## src/rtl/mdu_pkg.sv

```systemverilog
// mdu_pkg: shared op encodings, latencies and FSM state encodings for the HI/LO multiply/divide unit
package mdu_pkg;
    localparam logic [2:0] OP_NONE  = 3'd0;
    localparam logic [2:0] OP_MULT  = 3'd1;
    localparam logic [2:0] OP_MULTU = 3'd2;
    localparam logic [2:0] OP_DIV   = 3'd3;
    localparam logic [2:0] OP_DIVU  = 3'd4;
    localparam logic [2:0] OP_MTHI  = 3'd5;
    localparam logic [2:0] OP_MTLO  = 3'd6;
    localparam logic [2:0] OP_RSV   = 3'd7;
    localparam logic [3:0] MUL_LAT  = 4'd5;
    localparam logic [3:0] DIV_LAT  = 4'd10;
    localparam logic [1:0] S_IDLE   = 2'd0;
    localparam logic [1:0] S_MUL    = 2'd1;
    localparam logic [1:0] S_DIV    = 2'd2;
endpackage

```

## src/rtl/mdu_arith.sv

```systemverilog
// mdu_arith: combinational mult/multu and (with MDU_DIV_EN) div/divu producing {hi,lo} plus divide-by-zero flag
module mdu_arith
    import mdu_pkg::*;
(
    input  logic [2:0]  op,
    input  logic [31:0] a,
    input  logic [31:0] b,
    output logic [63:0] res,
    output logic        dz
);
    logic        sgn;
    logic [63:0] ax, bx, prod;
    assign sgn  = (op == OP_MULT) | (op == OP_DIV);
    assign ax   = sgn ? {{32{a[31]}}, a} : {32'd0, a};
    assign bx   = sgn ? {{32{b[31]}}, b} : {32'd0, b};
    // a 64-bit product of extended operands is exact modulo 2^64 for both signednesses
    assign prod = ax * bx;
`ifdef MDU_DIV_EN
    logic        na, nb, is_div;
    logic [31:0] ua, ub, uq, ur, q, r;
    // divide magnitudes then restore signs, avoiding the INT_MIN/-1 trap of native signed division
    always_comb begin
        na     = sgn & a[31];
        nb     = sgn & b[31];
        ua     = na ? -a : a;
        ub     = nb ? -b : b;
        uq     = (ub == 32'd0) ? 32'd0 : ua / ub;
        ur     = (ub == 32'd0) ? 32'd0 : ua % ub;
        q      = (na ^ nb) ? -uq : uq;
        r      = na ? -ur : ur;
        is_div = (op == OP_DIV) | (op == OP_DIVU);
        res    = is_div ? {r, q} : prod;
        dz     = is_div & (b == 32'd0);
    end
`else
    assign res = prod;
    assign dz  = 1'b0;
`endif
endmodule

```

## src/rtl/mdu_ctrl.sv

```systemverilog
// mdu_ctrl: HI/LO multiply/divide controller with fixed-latency commit; MDU_DIV_EN enables div/divu
module mdu_ctrl
    import mdu_pkg::*;
(
    input  logic        clk,
    input  logic        reset,
    input  logic        start,
    input  logic [2:0]  op,
    input  logic [31:0] A,
    input  logic [31:0] B,
    output logic        busy,
    output logic        stall,
    input  logic        md_in_d,
    output logic [31:0] HI,
    output logic [31:0] LO
);
    logic [1:0]  state_q, state_d;
    logic [3:0]  cnt_q, cnt_d;
    logic [31:0] hi_q, hi_d, lo_q, lo_d, sh_hi_q, sh_hi_d, sh_lo_q, sh_lo_d;
    logic        dz_q, dz_d;
    logic [63:0] res;
    logic        dz;

    mdu_arith u_arith (.op(op), .a(A), .b(B), .res(res), .dz(dz));

    assign busy  = state_q != S_IDLE;
    assign stall = md_in_d & (busy | (start & (op >= OP_MULT) & (op <= OP_DIVU)));
    assign HI    = hi_q;
    assign LO    = lo_q;

    // launch ops from IDLE into the shadow regs, count down, and commit shadow to HI/LO on the last cycle
    always_comb begin
        state_d = state_q;
        cnt_d   = cnt_q;
        hi_d    = hi_q;
        lo_d    = lo_q;
        sh_hi_d = sh_hi_q;
        sh_lo_d = sh_lo_q;
        dz_d    = dz_q;
        if (state_q == S_IDLE) begin
            if (start && (op == OP_MULT || op == OP_MULTU)) begin
                state_d            = S_MUL;
                cnt_d              = MUL_LAT;
                {sh_hi_d, sh_lo_d} = res;
                dz_d               = dz;
            end
`ifdef MDU_DIV_EN
            else if (start && (op == OP_DIV || op == OP_DIVU)) begin
                state_d            = S_DIV;
                cnt_d              = DIV_LAT;
                {sh_hi_d, sh_lo_d} = res;
                dz_d               = dz;
            end
`endif
            else if (start && op == OP_MTHI) hi_d = A;
            else if (start && op == OP_MTLO) lo_d = A;
        end else begin
            cnt_d = cnt_q - 4'd1;
            if (cnt_q == 4'd1) begin
                state_d = S_IDLE;
                if (!dz_q) begin
                    hi_d = sh_hi_q;
                    lo_d = sh_lo_q;
                end
            end
        end
    end

    // state registers; reset abandons any in-flight operation
    always_ff @(posedge clk or posedge reset) begin
        if (reset) begin
            state_q <= S_IDLE;
            cnt_q   <= 4'd0;
            hi_q    <= 32'd0;
            lo_q    <= 32'd0;
            sh_hi_q <= 32'd0;
            sh_lo_q <= 32'd0;
            dz_q    <= 1'b0;
        end else begin
            state_q <= state_d;
            cnt_q   <= cnt_d;
            hi_q    <= hi_d;
            lo_q    <= lo_d;
            sh_hi_q <= sh_hi_d;
            sh_lo_q <= sh_lo_d;
            dz_q    <= dz_d;
        end
    end
endmodule

```

## config.mk

```make
export PLATFORM = sky130hd
export DESIGN_NAME = mdu_ctrl
export DESIGN_NICKNAME = d
export VERILOG_FILES = /design/src/rtl/mdu_pkg.sv /design/src/rtl/mdu_arith.sv /design/src/rtl/mdu_ctrl.sv
export SDC_FILE = /design/constraint.sdc
export NUM_CORES = 2
export LEC_CHECK = 0
export CORE_MARGIN = 1
export CORE_UTILIZATION = 27
export DETAILED_ROUTE_END_ITERATION = 16
export GPL_ROUTABILITY_DRIVEN = 0
export PLACE_DENSITY = 0.43
export SLEW_MARGIN = 20
export SYNTH_ARGS = -nofsm -noshare
export SYNTH_HDL_FRONTEND = slang
export SYNTH_SLANG_ARGS = --single-unit
```

## constraint.sdc

```tcl
create_clock -name clk -period 6.6 [get_ports clk]
set_input_delay 1.65 -clock clk [delete_from_list [all_inputs] [get_ports clk]]
set_output_delay 1.65 -clock clk [all_outputs]
set_load 0.03 [all_outputs]
```

; Yosys cells after proc, flatten, opt, wreduce, memory -nomap -nowiden
; Cells that the tools add are included.
[op_classes]
addsub = 1
n_mul = 1
order_cmp = 2
n_eq_ne = 11
n_mux = 16
bitwise = 5
reduce_logical = 11
[ops]
columns = cell, n
row1 = 2-to-1 mux 32 bit, 9
row2 = 2-to-1 mux 64 bit, 2
row3 = multiplier 64 x 64 -> 64 bit, 1
row4 = 2-to-1 mux 4 bit, 2
row5 = "equality test 3 x 2 -> 1 bit, second input constant", 2
row6 = "equality test 3 bit, second input constant", 2
row7 = 2-to-1 mux 2 bit, 3
row8 = "!= test 2 x 1 -> 1 bit, second input constant", 3
row9 = "equality test 4 x 1 -> 1 bit, second input constant", 1
row10 = "!= test 2 bit, second input constant", 2
row11 = AND reduction 2 bit, 2
row12 = AND reduction 4 bit, 1
row13 = nonzero test 2 bit, 2
row14 = "subtractor 4 x 1 -> 4 bit, second input constant", 1
row15 = bitwise AND 1 bit, 3
row16 = "equality test 3 x 1 -> 1 bit, second input constant", 1
row17 = "greater-or-equal comparator 3 x 1 -> 1 bit, second input constant", 1
row18 = "<= comparator 3 bit, second input constant", 1
row19 = logical AND 1 bit, 3
row20 = AND reduction 3 bit, 1
row21 = zero test 2 bit, 1
row22 = OR 1 bit, 2
row23 = logical OR 1 bit, 1
[totals]
regBits = 134
input_bits = 71
out_inout_bits = 66
word_cells = 53

; Depth between registers and ports, before layout
[depth]
depth_word = 6
mapped_depth = 36
ltp_nobuf = 35

; Cells and area by module
; A second synthesis with hierarchy kept.
[unflattened]
cells_unflattened = 5588
area_unflattened_um2 = 53296.1
[modules_own_cells]
columns = mod, instances, cells_per_inst, area_each_um2, seq_area_each_um2
row1 = mdu_arith, 1, 5110, 47400.5, 0.0
row2 = mdu_ctrl, 1, 478, 5895.7, 3353.2

; Worst setup path after synthesis
; No wires, ideal clock.
[synth_path]
kind = in2reg
from = input op[2]
to = register sh_hi_q[31]
setup_ns = 0.121
t_arrival_ns = 10.443
required_ns = 6.479
slack_ns = -3.964
cell_stages = 30
path_buffers = 2
cell_sequence = and3b_1 > clkbuf_1 > clkbuf_1 > nand2_1 > fa_1 > inv_1 > fa_1 > fa_1 > inv_1 > fa_1 > inv_1 > fa_1 > fa_1 > fa_1 > fa_1 > fa_1 > inv_1 > fa_1 > inv_1 > ha_1 > a21oi_1 > o21bai_1 > a21o_1 > a21o_1 > a21oi_1 > o21ai_0 > a2111oi_2 > o31ai_1 > xnor2_1 > o21ai_1
[synth_via]
elab_chain_cells = 4
elab_cells_between_ends = 10
classes_between = mul: 1 / eq/ne: 3 / mux: 2 / bitwise: 1 / reduce/logical: 3
[synth_rtl]
columns = element, line
row1 = from (decl), mdu_ctrl.sv:8  ; input logic [2:0] op,
row2 = equality test 3 x 1 -> 1 bit (tied with other cells), "mdu_arith.sv:13, mdu_ctrl.sv:41"
row3 = OR 1 bit or logical OR 1 bit (tied branches), "mdu_arith.sv:13, mdu_ctrl.sv:41"
row4 = 2-to-1 mux 64 bit (tied with other cells), mdu_arith.sv:14  ; assign ax = sgn ? {{32{a[31]}}, a} : {32'd0, a};
row5 = multiplier 64 x 64 -> 64 bit or AND reduction 2 bit (tied branches), -
row6 = to (signal assigned), mdu_ctrl.sv:84  ; sh_hi_q <= sh_hi_d;
row7 = to (decl), mdu_ctrl.sv:19  ; logic [31:0] hi_q, hi_d, lo_q, lo_d, sh_hi_q, sh_hi_d, sh_lo_q, sh_lo_d;
; Parallel ways exist; a longest one is shown, timed or not.
; A chain may end at the register's enable or synchronous reset.

; Worst setup path in the final report
[layout_path]
from = input op[2]
to = register sh_hi_q[28]
; The elaborated chain is that of the path after synthesis.

==> metrics <==
Final Hold Viols 0; Clock Sinks 133; post-synth cell types 72; count of input and output buffers 136; reg2reg setup slack 4.04 ns; most common cell in the netlist inv_1; Critical Path Stages 31; Post-Synth Simple-Gate Area 13.24%; Critical Path Start Type primary input; Slowest cell on crit path fa_2; Synth Flop Type dfrtp_1; total track usage 19.53%; drt pass-1 iters 5; largest family of logic cells by synthesized area adder cells; syn avg cell area 9.481 um2; relative slew slack 35.75%; Max FO, Critical Path 5; fill count 19739; number of buffers created by CTS 17; area fraction in compound gates after synthesis 4.548%; reg2reg start state_q[0]; CTS clk-pin slew, worst paths 0.06 ns; Nets 8114; DR vias/cell 4.383; Post-synth EDFFs 0; Synth top cells by count 1486 x inv_1, 1418 x fa_1, 674 x nand2_1; failing checks negative setup slack; I/O pin count 137; htree depth 4; crit-path max cell delay 0.60 ns; status finished, violations left; Reg2Reg Depth 4; hold endpoint sh_lo_q[0]; Worst-Margin Slew 0.9638 ns; fin crit period 9.798 ns; CTS Buffer Depth 2; vias post-DR 38803; Place WS -4.351 ns; P&R area growth vs syn 29.82%; Worst setup EP type register; Synth top area share 53.91%; Post-synth ARST share 100.0%; worst reg2reg endpoint sh_hi_q[28]; Critical Path AT 10.12 ns; die area 196800 um2; Fmax achieved 0.1021 GHz; vias in the first global route 44031; pins over their slew limit 0; row count 161; RSZ-0062 raised after global routing yes; Post-Syn Instances 5554; WL/cell 21.25 um; synth warn 0; critical setup path kind primary input to register; DP HPWL 162.1 mm; worst path buffer plus inverter count 9; CTS tree built; worst skew pair latency 0.45 ns; Synth area leaders fa_1 54%, inv_1 11%, ha_1 7.4%, and2_1 6.4%, dfrtp_1 6.3%; first-pass GRT wire length 286.5 mm; initial antenna violation count 18; Synth Cell Area 52660 um2; cell mode on critical path fa_1; initial core utilization 27.26%; Chip Height 443.6 um; largest net degree at the start of global routing 91; Post-Synth Adder-Cell Area 61.39%; register area share after synthesis 6.321%; critical path's top delay family adder cells; final worst-path setup slack -3.198 ns; Worst Skew 0.01271 ns; WHS Path Cells 2; area of the core 193200 um2; clk root buf clkbuf_16; Synth Net Count 7356; antenna viol nets, final 0; proportion of layout cells with a drive suffix above 1 23.10%; cell taking the most area after synthesis fa_1; Tightest Hold Check Type register to register; fin crit share 148.5%; First DRT Iteration DRCs 1700; Die X 443.6 um; final core utilization 35.39%; max_cap viols 0; grt total ovfl 0; mux contribution to synthesized area 0.05940%; Yosys reg bits 133; detailed-route wire length 188.1 mm; final setup vio count 56; hold_sp sh_lo_q[0]; required arrival time at the worst endpoint 6.92 ns; # DRC 0; Post-Synth XOR/XNOR Area 1.979%
## flip-flops by register name, indices dropped and copies added (netlist names)
| name | cells |
|---|---|
| HI | 32 |
| state_q | 1 |
| LO | 32 |
| sh_lo_q | 32 |
| cnt_q | 4 |
| sh_hi_q | 32 |
## worst max path at each step
stage / startpoint / end
CTS: A[31] / sh_hi_q[30]
detailed placement: op[0] / sh_hi_q[30]
finish: op[2] / sh_hi_q[28]
global placement: op[2] / sh_hi_q[31]
floorplan: A[31] / sh_hi_q[31]
global route: op[2] / sh_hi_q[28]
## kinds of logic after synthesis
logic type	Yosys count
muxes	3
AOI/OAI and AO/OA	401
DFF	133
buffers and inverters	1739
xor gates and xnor gates	119
and+or+nand+nor	1426
adders and majority gates	1733
## metal layers
layer / global-route usage [%] / vias to the layer above / part of all wire, %
met5: 0 / - / 0
met3: 1.033 / 122 / 2.7
li1: - / 17412 / -
met1: 25.44 / 20693 / 43
met4: 3.076 / 0 / 2.0
met2: 36.01 / 576 / 52
## per-stage QoR
stage	TNS, ns	instances	hold WS [ns]	area (um2)
5_1_grt	-139.72	8853	0.4891	68360
4_1_cts	-131.67	8805	0.4706	66660
6_report	-126.60	8854	0.4722	68360
3_3_place_gp	-182.66	8680	0.4509	63590
2_1_floorplan	-104.02	5554	0.4391	54070
3_5_place_dp	-186.00	8680	0.4560	63590
## area by class of cell
type | count | area [um2] | share of cell area (%)
Multi-Input combinational cell | 3682 | 45460 | 66.50
Timing Repair Buffer | 991 | 10190 | 14.90
Inverter | 1487 | 5594 | 8.183
Sequential cell | 133 | 3332 | 4.874
Tap cell | 2526 | 3161 | 4.623
Clock buffer | 18 | 429.2 | 0.6278
Clock inverter | 14 | 191.4 | 0.2800
Antenna cell | 3 | 7.507 | 0.01098
## worst min-delay path: stages (launching register included)
cell and delay, ns:
dfrtp_1 0.34, nand2_1 0.05, nand2_1 0.05
## cell usage in the layout (no fill, tap or decap), drive strengths merged, types with 3 or more instances in the layout
cell type,instances
inv,1494
fa,1418
buf,894
nand2,674
and2,541
ha,313
a21oi,213
dfrtp,133
nor2,118
o21ai,93
xnor2,88
clkdlybuf4s50,77
nor2b,37
a21o,31
xor2,31
clkbuf,23
nand4,16
o21bai,12
bufbuf,8
nand3,8
o31ai,8
a31oi,8
and3,8
o21a,7
dlygate4sd2,7
nor3,7
or2,4
diode,3
nand2b,3
o211ai,3
bufinv,3
a211oi,3
## what timing repair did
| item | in CTS | in global routing |
|---|---|---|
| hold buffers | 0 | 0 |
| setup endpoints to repair | 57 | 58 |
| buffers inserted | 91 | 57 |
| gates cloned | 14 | 3 |
| pin swaps | 257 | 227 |
| resized for setup | 405 | 319 |
Power is not shown: default switching activity piles up to over one toggle a cycle in this logic, so the estimate is an artifact.
